--- config.mk ---
export PLATFORM = sky130hd
export DESIGN_NAME = fetch_unit
export DESIGN_NICKNAME = d
export VERILOG_FILES = /design/src/rtl/fetch_unit.sv
export SDC_FILE = /design/constraint.sdc
export NUM_CORES = 1
export LEC_CHECK = 0
export BUFFER_PORTS_ARGS = -buffer_cell sky130_fd_sc_hd__clkbuf_2
export CORE_MARGIN = 2
export CORE_UTILIZATION = 63
export DETAILED_ROUTE_END_ITERATION = 10
export GPL_ROUTABILITY_DRIVEN = 0
export PLACE_DENSITY = 0.95
export SLEW_MARGIN = 40
export SYNTH_ARGS = -nofsm -noshare
export SYNTH_HDL_FRONTEND = slang
export SYNTH_SLANG_ARGS = --single-unit
--- constraint.sdc ---
create_clock -name clk -period 2.9 [get_ports clk]
set_input_delay 0.58 -clock clk [delete_from_list [all_inputs] [get_ports clk]]
set_output_delay 0.58 -clock clk [all_outputs]
set_load 0.02 [all_outputs]
--- src/rtl/fetch_unit.sv ---
// Instruction fetch stage: loadable instruction store, program counter and a valid/ready output register.
// Optional predicate skipping of non-executing instructions is enabled with FETCH_PREDICATE_SKIP_EN.
module fetch_unit #(
    parameter int unsigned ROM_SIZE = 8,
    parameter int unsigned INSTR_W  = 11,
    localparam int unsigned ADDR_W  = $clog2(ROM_SIZE)
) (
    input  logic               clk,
    input  logic               rst_n,
    input  logic               enable,
    input  logic               load_en,
    input  logic [ADDR_W-1:0]  load_addr,
    input  logic [INSTR_W-1:0] load_data,
    output logic               load_err,
    input  logic               jump_valid,
    input  logic [ADDR_W-1:0]  jump_addr,
    input  logic               flag,
    output logic               out_valid,
    input  logic               out_ready,
    output logic [INSTR_W-1:0] out_instr,
    output logic [ADDR_W-1:0]  out_pc,
    output logic               running
);

    typedef enum logic {
        IDLE = 1'b0,
        RUN  = 1'b1
    } state_t;

    state_t             state;
    state_t             state_next;
    logic [ADDR_W-1:0]  pc;
    logic [ADDR_W-1:0]  pc_next;
    logic               valid_next;
    logic [INSTR_W-1:0] instr_next;
    logic [ADDR_W-1:0]  out_pc_next;
    logic               load_err_next;
    logic               store_we;
    logic               adv;
    logic               exec;
    logic [INSTR_W-1:0] fetch_word;

    logic [INSTR_W-1:0] store [ROM_SIZE];

`ifndef FETCH_PREDICATE_SKIP_EN
    logic unused_flag;
    assign unused_flag = flag;
`endif

    // Next-state, fetch, redirect and load arbitration
    always_comb begin
        state_next    = state;
        pc_next       = pc;
        valid_next    = out_valid;
        instr_next    = out_instr;
        out_pc_next   = out_pc;
        load_err_next = 1'b0;
        store_we      = 1'b0;
        fetch_word    = store[pc];
        adv           = (state == RUN) && (!out_valid || out_ready);

`ifdef FETCH_PREDICATE_SKIP_EN
        exec = (!fetch_word[INSTR_W-1] || flag) && (!fetch_word[INSTR_W-2] || !flag);
`else
        exec = 1'b1;
`endif

        case (state)
            IDLE:    if (enable)  state_next = RUN;
            RUN:     if (!enable) state_next = IDLE;
            default: state_next = IDLE;
        endcase

        // A redirect squashes the held instruction even if it is being accepted
        if (jump_valid) begin
            valid_next = 1'b0;
            pc_next    = jump_addr;
        end else if (adv) begin
            pc_next    = pc + ADDR_W'(1);
            valid_next = exec;
            if (exec) begin
                instr_next  = fetch_word;
                out_pc_next = pc;
            end
        end else if (out_valid && out_ready) begin
            valid_next = 1'b0;
        end

        // Loads are only safe while the core is fully stopped
        if (load_en) begin
            if ((state == IDLE) && !enable) begin
                store_we = 1'b1;
            end else begin
                load_err_next = 1'b1;
            end
        end
    end

    always_ff @(posedge clk or negedge rst_n) begin
        if (!rst_n) begin
            state     <= IDLE;
            pc        <= '0;
            out_valid <= 1'b0;
            out_instr <= '0;
            out_pc    <= '0;
            load_err  <= 1'b0;
            running   <= 1'b0;
        end else begin
            state     <= state_next;
            pc        <= pc_next;
            out_valid <= valid_next;
            out_instr <= instr_next;
            out_pc    <= out_pc_next;
            load_err  <= load_err_next;
            running   <= (state_next == RUN);
        end
    end

    // Store contents survive reset
    always_ff @(posedge clk) begin
        if (store_we) begin
            store[load_addr] <= load_data;
        end
    end

endmodule

Yosys cells after proc, flatten, opt, wreduce, memory -nomap -nowiden
Memory sizes are Yosys's and may differ from the RTL's. A register that Yosys moved wholly into a read port is not among the register bits.
Index checks and enable logic that the tools add are counted.
{"block": "op_classes", "n_mux": 12, "bitwise": 2, "reduce_logical": 10, "n_addsub": 1}
{"operator": "$mux 1", "count": 10}
{"operator": "$mux 3", "count": 2}
{"operator": "$add 3x1->3 const B", "count": 1}
{"operator": "$logic_and 1x1->1", "count": 3}
{"operator": "$logic_not 1->1", "count": 3}
{"operator": "$reduce_bool 3->1", "count": 1}
{"operator": "$not 1->1", "count": 2}
{"operator": "$reduce_and 2->1", "count": 1}
{"operator": "$reduce_bool 2->1", "count": 1}
{"operator": "$logic_or 1x1->1", "count": 1}
{"block": "word_totals", "out_inout_bits": 17, "memories": 1, "ff_bits": 9, "word_cells": 31, "ramBits": 88, "inputBits": 24}
{"memory": "store", "depth": 8, "word_bits": 11, "read_ports": 1, "rd_clocked_by_memory_dff": 1, "wr": 1, "line": "43", "source": "logic [INSTR_W-1:0] store [ROM_SIZE];"}

Logic depth before layout (Yosys ltp)
Gate-level depths: netlist of the first run.
{"block": "logic_depth", "ltp_word": 6, "ltp_mapped": 6}

Least setup slack after synthesis of the first run
Ideal clock, no wire load.
{"block": "synth_timing", "path_kind": "input port to flip-flop", "from": "input enable", "to": "memory store[1][0] (enable)", "setup_ns": 0.393, "required_ns": 2.507, "t_arrival_ns": 1.681, "slack_ns": 0.826, "path_stages": 3, "n_path_buf": 0, "path_cell_list": "nor2_1 nand3_1 nor3_1"}
{"block": "synth_between", "elab_chain_cells": 6}
{"element": "start: declaration", "line": "10", "source": "input logic enable,"}
{"element": "$logic_not 1->1", "line": "91", "source": "if ((state == IDLE) && !enable) begin"}
{"element": "$logic_and 1x1->1", "line": "91"}
{"element": "$mux 1", "line": "91"}
{"element": "$mux 1", "line": "90", "source": "if (load_en) begin"}
{"element": "$mux 1", "line": "121", "source": "if (store_we) begin"}
{"element": "$mux 1 (implied by the code)", "line": "122", "source": "store[load_addr] <= load_data;"}
{"element": "end: declaration", "line": "43"}
No other way between the ends.

Worst setup path in the final report of the first run
{"block": "layout_timing", "from": "register state", "to": "memory store[6][1] (enable)"}
{"block": "layout_between", "elab_chain_cells": 6}
{"element": "start: declaration", "line": "30", "source": "state_t state;"}
{"element": "start signal: assignment", "line": "109", "source": "state <= state_next;"}
{"element": "$not 1->1", "line": "91"}
{"element": "$logic_and 1x1->1", "line": "91"}
{"element": "$mux 1", "line": "91"}
{"element": "$mux 1", "line": "90"}
{"element": "$mux 1", "line": "121"}
{"element": "$mux 1 (implied by the code)", "line": "122"}
No other way between the ends.

==> impl_metrics.yaml, run 1 <==
power:
  ir_worst_vdd_mv: 0.447
  p_leak_nw: 1.80
  powerDensity_nw_per_um2: 662
clock_network:
  clock-sinks: 108
  tritoncts: "done"
  cts.clk_slew.worst_paths_ns: 0.10
  post_cts_buffers: 0
  clk_path_buf_depth: 2
  numCtsBuffers: 9
  clk_latency_ns: 0.36
  hold_buffers: 0
  clock-root-buffer: "clkbuf_8"
  cts_max_level: 3
  cts_resized: 0
floorplan:
  die_w_um: 86.9
  ios: 41
  initial_core_util_pct: 64.5
  fp.dieArea_um2: 7560
  coreArea_um2: 6720
  num_rows: 30
  die_h_um: 86.9
timing:
  min_period_ns: 2.00
  fmax_mhz: 500
  fin_tns_setup_ns: 0
  whs_ns: 0.168
  fin_skew_ns: 0.00495
  hold_violations: 0
  worst_pin_slew_ns: 0.657
  worst_slack_ns: 0.900
  setup_viol: 0
  rsz0062_at_grt: "no"
  min_period_over_period_pct: 68.9
  maxSlewViolCount: 0
  max_slew_margin_pct: 56.2
setup_path:
  arrival_ns: 2.08
  rrSetupSlack_ns: 0.90
  critPathCapture: "store[6][1]"
  critPathMaxFanout: 7
  crit_path_start_kind: "flop"
  crit_start: "state"
  r2r-end: "store[6][1]"
  cp.required_ns: 2.98
  r2r-start: "state"
  ff2ff_path_depth: 4
  path_class: "flop to flop"
  end_kind: "flop"
placed_design:
  dp_slack_ns: 0.718
  placed_area_um2: 4640
  port_buffers: 39
  dp_hpwl_um: 5620
  placed_cells: 370
yosys:
  ys_ff_latch: 108
  synth_cell_type_count: 32
  syn_nets: 278
  synth_area_um2: 4330
  syn_avg_cell_area_um2: 17.1
  seq_area_frac_synth_pct: 72.5
  syn_inst: 253
  synth_warnings: 0
cells_and_area:
  final_cells: 386
  antenna_cells: 0
  nets: 326
  areaGrowthSynthToFinish_pct: 12.3
  stdcell_area_um2: 4870
  drive_above_1_share_pct: 35.0
run_status:
  status: "complete, no violations"
routing:
  drtIter0Drc: 228
  vias: 2482
  wire_per_inst_um: 23.2
  firstDrtPassIters: 4
  routed_wirelength_um: 8960
  via_per_inst: 6.43
  postRouteAntennaNets: 0
  drc: 0
grt:
  grt_usage_pct: 25.5
  antenna_found_initial: 0
  grt_overflow: 0
  grt_max_degree: 25
  grt_pass1_wl_um: 13500
  grt_pass1_vias: 2497
worst_hold_path:
  holdCritPathClass: "input port to asynchronous set/reset pin"
run:
  drv_cap: 0
registers in the layout (all words and copies together) (netlist names):
signal / count
out_pc: 3
state: 1
load_err: 1
out_valid: 1
out_instr: 11
store: 88
pc: 3
routing by layer:
layer / track usage (%) / wire, um
met4: 13.2 / 119
met5: 0 / 0
met1: 30.0 / 3260
met3: 6.82 / 779
met2: 43.0 / 4800
kinds of logic (layout without fill, tap and decap cells):
logic type               count (synthesis)  after routing  synth area share [%]
AO/OA/AOI/OAI                           51             51                  9.87
adder cells (fa/ha/maj)                  1              1                 0.289
buffers and inverters                   17             70                  2.45
flip-flops                             108            108                  72.5
multiplexers                            45             45                  11.1
AND/OR/NAND/NOR                         31             31                  3.78
power breakdown:
part	internal [mW]	switching (mW)
Sequential	1.74	0.0574
Combinational	0.169	0.246
Clock	0.503	0.509
synth_stat cells:
library cell / n / share of area [%]
edfxtp_1: 88 / 61
mux2_2: 24 / 6.2
mux2i_1: 21 / 4.8
dfrtp_1: 20 / 12
nor2_1: 13 / 1.1
o31ai_1: 12 / 2.1
a22o_1: 10 / 2.0
o22ai_1: 10 / 1.4
o31ai_2: 10 / 2.9
clkbuf_1: 6 / 0.52
nor2b_1: 4 / 0.58
a31oi_1: 3 / 0.43
buf_2: 3 / 0.35
nand2b_1: 3 / 0.43
buf_4: 2 / 0.35
buf_6: 2 / 0.52
inv_1: 2 / 0.17
nand2_1: 2 / 0.17
nand3b_1: 2 / 0.35
nor3_1: 2 / 0.23
o21ai_0: 2 / 0.23
or3_1: 2 / 0.29
a2111oi_0: 1 / 0.20
a211oi_1: 1 / 0.17
buf_12: 1 / 0.46
ha_1: 1 / 0.29
inv_2: 1 / 0.087
nand3_1: 1 / 0.12
nor2b_4: 1 / 0.32
o2bb2ai_1: 1 / 0.20
o41ai_1: 1 / 0.20
or4_1: 1 / 0.17
critical path: stages (launching register included):
cell and delay (ns):
dfrtp_1 0.44, nor2_1 0.21, nand3b_1 0.20, nor2_1 0.56, buf_4 0.30
area by class of cell:
class	count	area, um^2
sequential	108	3140
fill	407	1850
multi-input combinational	128	1100
timing repair buffer	51	285
clock buffer	9	124
clock inverter	7	105
tap	80	100
inverter	3	11.3
worst min-delay path by stage:
stage	startpoint	to
after detailed placement	out_instr[3]	out_instr[3]
after global placement	out_pc[0]	out_pc[0]
after floorplan	rst_n	load_err
after global routing	rst_n	out_instr[7]
final	rst_n	out_instr[10]
after CTS	rst_n	out_instr[7]
stage by stage:
stage,utilization [%],total power [mW]
after floorplan,-,2.09
after global placement,69.0,2.22
after detailed placement,69.0,2.24
after CTS,72.4,3.23
after global routing,72.4,3.32
final,72.4,3.22
placed cells by master, fill, tap and decap left out, types with 2 or more instances in the layout:
cell type  instances
o21ai_0            2
inv_6              2
mux2_2            24
o31ai_2           10
inv_8              2
clkbuf_8           9
nand2_1            2
bufinv_16          2
edfxtp_1          88
a22o_1            10
a31oi_1            3
nor2b_1            4
dfrtp_1           19
o22ai_1           10
nand3b_1           2
mux2i_1           21
nor2_1            12
buf_4             12
or3_1              2
nor3_2             2
o31ai_1           12
clkbuf_2          39
nand2b_1           3
inv_1              2
No activity file was read; power rests on OpenSTA's default activity.
==> inputs of run 2 (changes only) <==
Settings changed: CORE_UTILIZATION 63 to 58, PLACE_DENSITY 0.95 to 0.9.
Clock period 2.9 ns to 1.9 ns, I/O delays scaled along.
==> run 2 against run 1 <==
Final area is 2.3% higher. Clock skew up 0.0042 ns. Non-clock buffer count increased by 13. Worst setup slack got worse by 0.66 ns. Critical path depth is the same. Sequential power rose by 51%. Power grew 48%. Global-route usage fell by 3.0 points. Via count fell by 0.40%. Core utilization decreased by 3.8 points. Final cell count is 8.3% higher. Largest power group unchanged.
==> impl_metrics.yaml, run 2 (synthesized netlist as in run 1, its figures left out) <==
floorplan:
  ios: 41
  die_h_um: 90.4
  die_w_um: 90.4
  coreArea_um2: 7250
  fp.dieArea_um2: 8180
  num_rows: 31
  initial_core_util_pct: 59.8
power:
  ir_worst_vdd_mv: 0.681
  swShare_pct: 24.9
  power.total_mw: 4.76
  combinationalPowerShare_pct: 14.4
  p_sw_mw: 1.19
  p_leak_nw: 1.85
  internal_power_mw: 3.58
  clockPowerShare_pct: 28.8
  power.share.sequential_pct: 56.8
  powerDensity_nw_per_um2: 957
cells_and_area:
  final_cells: 418
  nets: 339
  areaGrowthSynthToFinish_pct: 14.8
  drive_above_1_share_pct: 36.7
  top_regs: "store x88, out_instr x11"
  antenna_cells: 0
  utilization_pct: 68.6
  final_common_cell: "edfxtp_1"
  top_register: "store"
  final_cell_mix: "88 x edfxtp_1, 39 x clkbuf_2, 24 x mux2_2, 23 x buf_4, 21 x mux2i_1"
  largest_register_ffs: 88
placed_design:
  dp_hpwl_um: 5490
  placed_cells: 401
  port_buffers: 39
timing:
  fin_skew_ns: 0.00917
  whs_ns: 0.133
  fmax_mhz: 602
  worst_pin_slew_ns: 0.635
  max_slew_margin_pct: 57.5
  hold_violations: 0
  setup_viol: 0
  maxSlewViolCount: 0
  fin_tns_setup_ns: 0
  min_period_ns: 1.66
  rsz0062_at_grt: "no"
  min_period_over_period_pct: 87.4
clock_network:
  numCtsBuffers: 9
  clock-sinks: 108
  cts.clk_slew.worst_paths_ns: 0.09
  tritoncts: "done"
  hold_buffers: 1
  cts_max_level: 3
  cts_resized: 0
  clk_latency_ns: 0.36
  clk_path_buf_depth: 2
  clock-root-buffer: "clkbuf_8"
  post_cts_buffers: 0
routing:
  firstDrtPassIters: 4
  drc: 0
  wire_per_inst_um: 20.6
  via_per_inst: 5.91
  routed_wirelength_um: 8600
  vias: 2472
  drtIter0Drc: 175
  postRouteAntennaNets: 0
grt:
  grt_usage_pct: 22.5
  antenna_found_initial: 0
  grt_overflow: 0
  grt_pass1_vias: 2576
  grt_pass1_wl_um: 13500
  grt_max_degree: 27
run:
  drv_cap: 0
setup_path:
  cp.required_ns: 2.18
  arrival_ns: 1.94
  crit_path_start_kind: "flop"
  path_class: "flop to flop"
  end_kind: "flop"
  critPathMaxFanout: 8
worst_hold_path:
  holdCritPathClass: "input port to flop"
run_status:
  status: "complete, no violations"
[run 2: path summary, 6_finish.rpt]
kind                         startpoint           end  slack [ns]  cells past startpoint
max                               state  out_instr[6]        0.24                      4
min                              enable         state        0.13                      1
max reg2reg                       state  out_instr[6]        0.24                      4
min reg2reg                out_instr[2]  out_instr[2]        0.52                      2
max in group asynchronous         rst_n         pc[1]        0.99                      2
min in group asynchronous         rst_n         state        0.52                      2
[run 2: per-stage QoR]
stage / setup slack (ns) / area (um^2)
after floorplan: 0.164 / 4340
after global placement: 0.177 / 4760
after detailed placement: 0.192 / 4770
after CTS: 0.225 / 4980
after global routing: 0.112 / 4980
final: 0.239 / 4980
[run 2: layout make-up]
class / count / area [um^2]
Clock buffer: 14 / 185
Fill cell: 497 / 2280
Timing Repair Buffer: 64 / 398
Sequential cell: 108 / 3140
Tap cell: 99 / 124
Clock inverter: 2 / 15.0
Inverter: 3 / 11.3
Multi-Input combinational cell: 128 / 1100
[run 2: worst max-delay path, cell delays in order (launching register included)]
cell and delay [ns]:
dfrtp_1 0.45, inv_2 0.05, or3_1 0.55, buf_4 0.28, o31ai_2 0.24
[run 2: metal layers]
metal	share of wire (%)	track usage, %
met5	0	0
met4	2.0	7.82
met3	6.5	5.34
met2	51	37.2
met1	41	29.5
[run 2: power by group through the flow]
stage	Sequential [mW]	Clock, mW	Combinational [mW]
after floorplan	2.84	0	0.358
after CTS	2.71	1.39	0.689
after detailed placement	2.76	0	0.685
after global placement	2.76	0	0.659
final	2.71	1.37	0.687
after global routing	2.72	1.49	0.739
==> inputs of run 3 (changes only) <==
==> constraint.sdc (replaced) <==
create_clock -name clk -period 1.8 [get_ports clk]
set_input_delay 0.09 -clock clk [delete_from_list [all_inputs] [get_ports clk]]
set_output_delay 0.09 -clock clk [all_outputs]
set_load 0.02 [all_outputs]
==> run 3 against run 2 <==
Global-route usage grew 0.10 points. Worst setup slack lost 0.066 ns. Count of clock-buffer cells in the layout shrank 5. Largest power group unchanged. Flip-flop and latch count is the same. Final area grew 3.8%. Via count grew 1.7%. Clock skew shrank 0.0049 ns. Wire length grew 2.6%. Sequential power grew 6%. Critical path type unchanged. Register-to-register slack lost 0.07 ns.
==> impl_metrics.yaml, run 3 (synthesized netlist as in run 1, its figures left out) <==
run_status:
  status: "complete, no violations"
placed_design:
  placed_area_um2: 4790
  dp_hpwl_um: 5550
  port_buffers: 39
timing:
  fmax_mhz: 614
  min_period_ns: 1.63
  fin_skew_ns: 0.00432
  maxSlewViolCount: 0
  max_slew_margin_pct: 58.6
  setup_viol: 0
  hold_violations: 0
  fin_tns_setup_ns: 0
  min_period_over_period_pct: 90.4
  worst_pin_slew_ns: 0.618
  rsz0062_at_grt: "no"
power:
  p_leak_nw: 1.93
  p_sw_mw: 1.30
  swShare_pct: 24.9
  powerDensity_nw_per_um2: 1010
  combinationalPowerShare_pct: 14.3
  clockPowerShare_pct: 30.6
  ir_worst_vdd_mv: 0.510
  power.share.sequential_pct: 55.1
  internal_power_mw: 3.91
setup_path:
  r2r-end: "out_pc[1]"
  ff2ff_path_depth: 4
  path_class: "flop to flop"
  rrSetupSlack_ns: 0.17
  critPathMaxFanout: 19
  cp.required_ns: 2.06
  arrival_ns: 1.89
  crit_path_start_kind: "flop"
  r2r-start: "out_valid"
  end_kind: "flop"
routing:
  postRouteAntennaNets: 0
  via_per_inst: 5.82
  drtIter0Drc: 216
  firstDrtPassIters: 4
  wire_per_inst_um: 20.4
  vias: 2515
  routed_wirelength_um: 8830
  drc: 0
worst_hold_path:
  holdCritPathClass: "input port to flop"
  hold_depth: 1
  worstHoldEndpoint: "store[0][9]"
  hold_start: "load_data[9]"
grt:
  grt_usage_pct: 22.6
  grt_pass1_vias: 2492
  grt_max_degree: 27
  grt_overflow: 0
  antenna_found_initial: 0
  grt_pass1_wl_um: 13400
run:
  drv_cap: 0
cells_and_area:
  stdcell_area_um2: 5160
  drive_above_1_share_pct: 36.0
  top_regs: "store x88, out_instr x11"
  largest_register_ffs: 88
  final_common_cell: "edfxtp_1"
  final_cell_mix: "88 x edfxtp_1, 39 x clkbuf_2, 24 x mux2_2, 21 x mux2i_1, 21 x buf_4"
  top_register: "store"
  areaGrowthSynthToFinish_pct: 19.2
  nets: 353
  antenna_cells: 0
clock_network:
  clock-sinks: 108
  tritoncts: "done"
  cts_max_level: 3
  cts.clk_slew.worst_paths_ns: 0.10
  numCtsBuffers: 9
  post_cts_buffers: 0
  clk_path_buf_depth: 2
  cts_resized: 0
  clk_latency_ns: 0.36
  hold_buffers: 15
  clock-root-buffer: "clkbuf_8"
floorplan:
  initial_core_util_pct: 59.8
  die_w_um: 90.4
  coreArea_um2: 7250
  fp.dieArea_um2: 8180
  num_rows: 31
  die_h_um: 90.4
  ios: 41
run 3: power groups by stage:
stage,registers (mW),logic [mW],clock network [mW]
2_1_floorplan,2.99,0.377,0
3_3_place_gp,2.92,0.691,0
3_5_place_dp,2.93,0.714,0
4_1_cts,2.87,0.743,1.61
5_1_grt,2.88,0.794,1.73
6_report,2.87,0.748,1.59
run 3: worst max-delay path by stage:
stage / slack [ns] / cells past startpoint / end / from
2_1_floorplan: 0.06 / 3 / store[3][0] / state
5_1_grt: 0.12 / 4 / out_pc[0] / out_valid
3_5_place_dp: 0.18 / 3 / out_instr[1] / pc[0]
6_report: 0.17 / 4 / out_pc[1] / out_valid
3_3_place_gp: 0.17 / 3 / out_instr[1] / pc[0]
4_1_cts: 0.15 / 3 / out_instr[1] / pc[0]
run 3: per-layer routing:
layer	global-route usage (%)	wire, um	part of all wire (%)	up-vias
li1	-	-	-	1149
met1	30.5	3790	43	1277
met2	36.0	4440	50	74
met3	4.67	422	4.8	15
met4	9.87	169	1.9	0
met5	0	0	0	-
run 3: metrics by stage:
step / hold WS (ns) / util (%) / power, mW / instances / setup slack, ns
3_5_place_dp: 0.105 / 66.0 / 3.64 / 401 / 0.180
3_3_place_gp: 0.0909 / 66.0 / 3.61 / 401 / 0.169
2_1_floorplan: -0.206 / - / 3.37 / 253 / 0.0640
6_report: 0.0163 / 71.2 / 5.21 / 432 / 0.172
4_1_cts: 0.0122 / 71.2 / 5.22 / 432 / 0.152
5_1_grt: 0.0131 / 71.2 / 5.40 / 432 / 0.119
run 3: cell type report:
class / count / area [um^2]
Clock inverter: 7 / 98.8
Fill cell: 470 / 2090
Clock buffer: 9 / 124
Tap cell: 99 / 124
Multi-Input combinational cell: 128 / 1100
Inverter: 3 / 11.3
Timing Repair Buffer: 78 / 563
Sequential cell: 108 / 3140
run 3: worst max-delay path, cell delays in order (launching register included):
cell     delay [ns]
dfrtp_1        0.35
nor2b_4        0.42
or3_1          0.21
buf_4          0.19
mux2_2         0.35
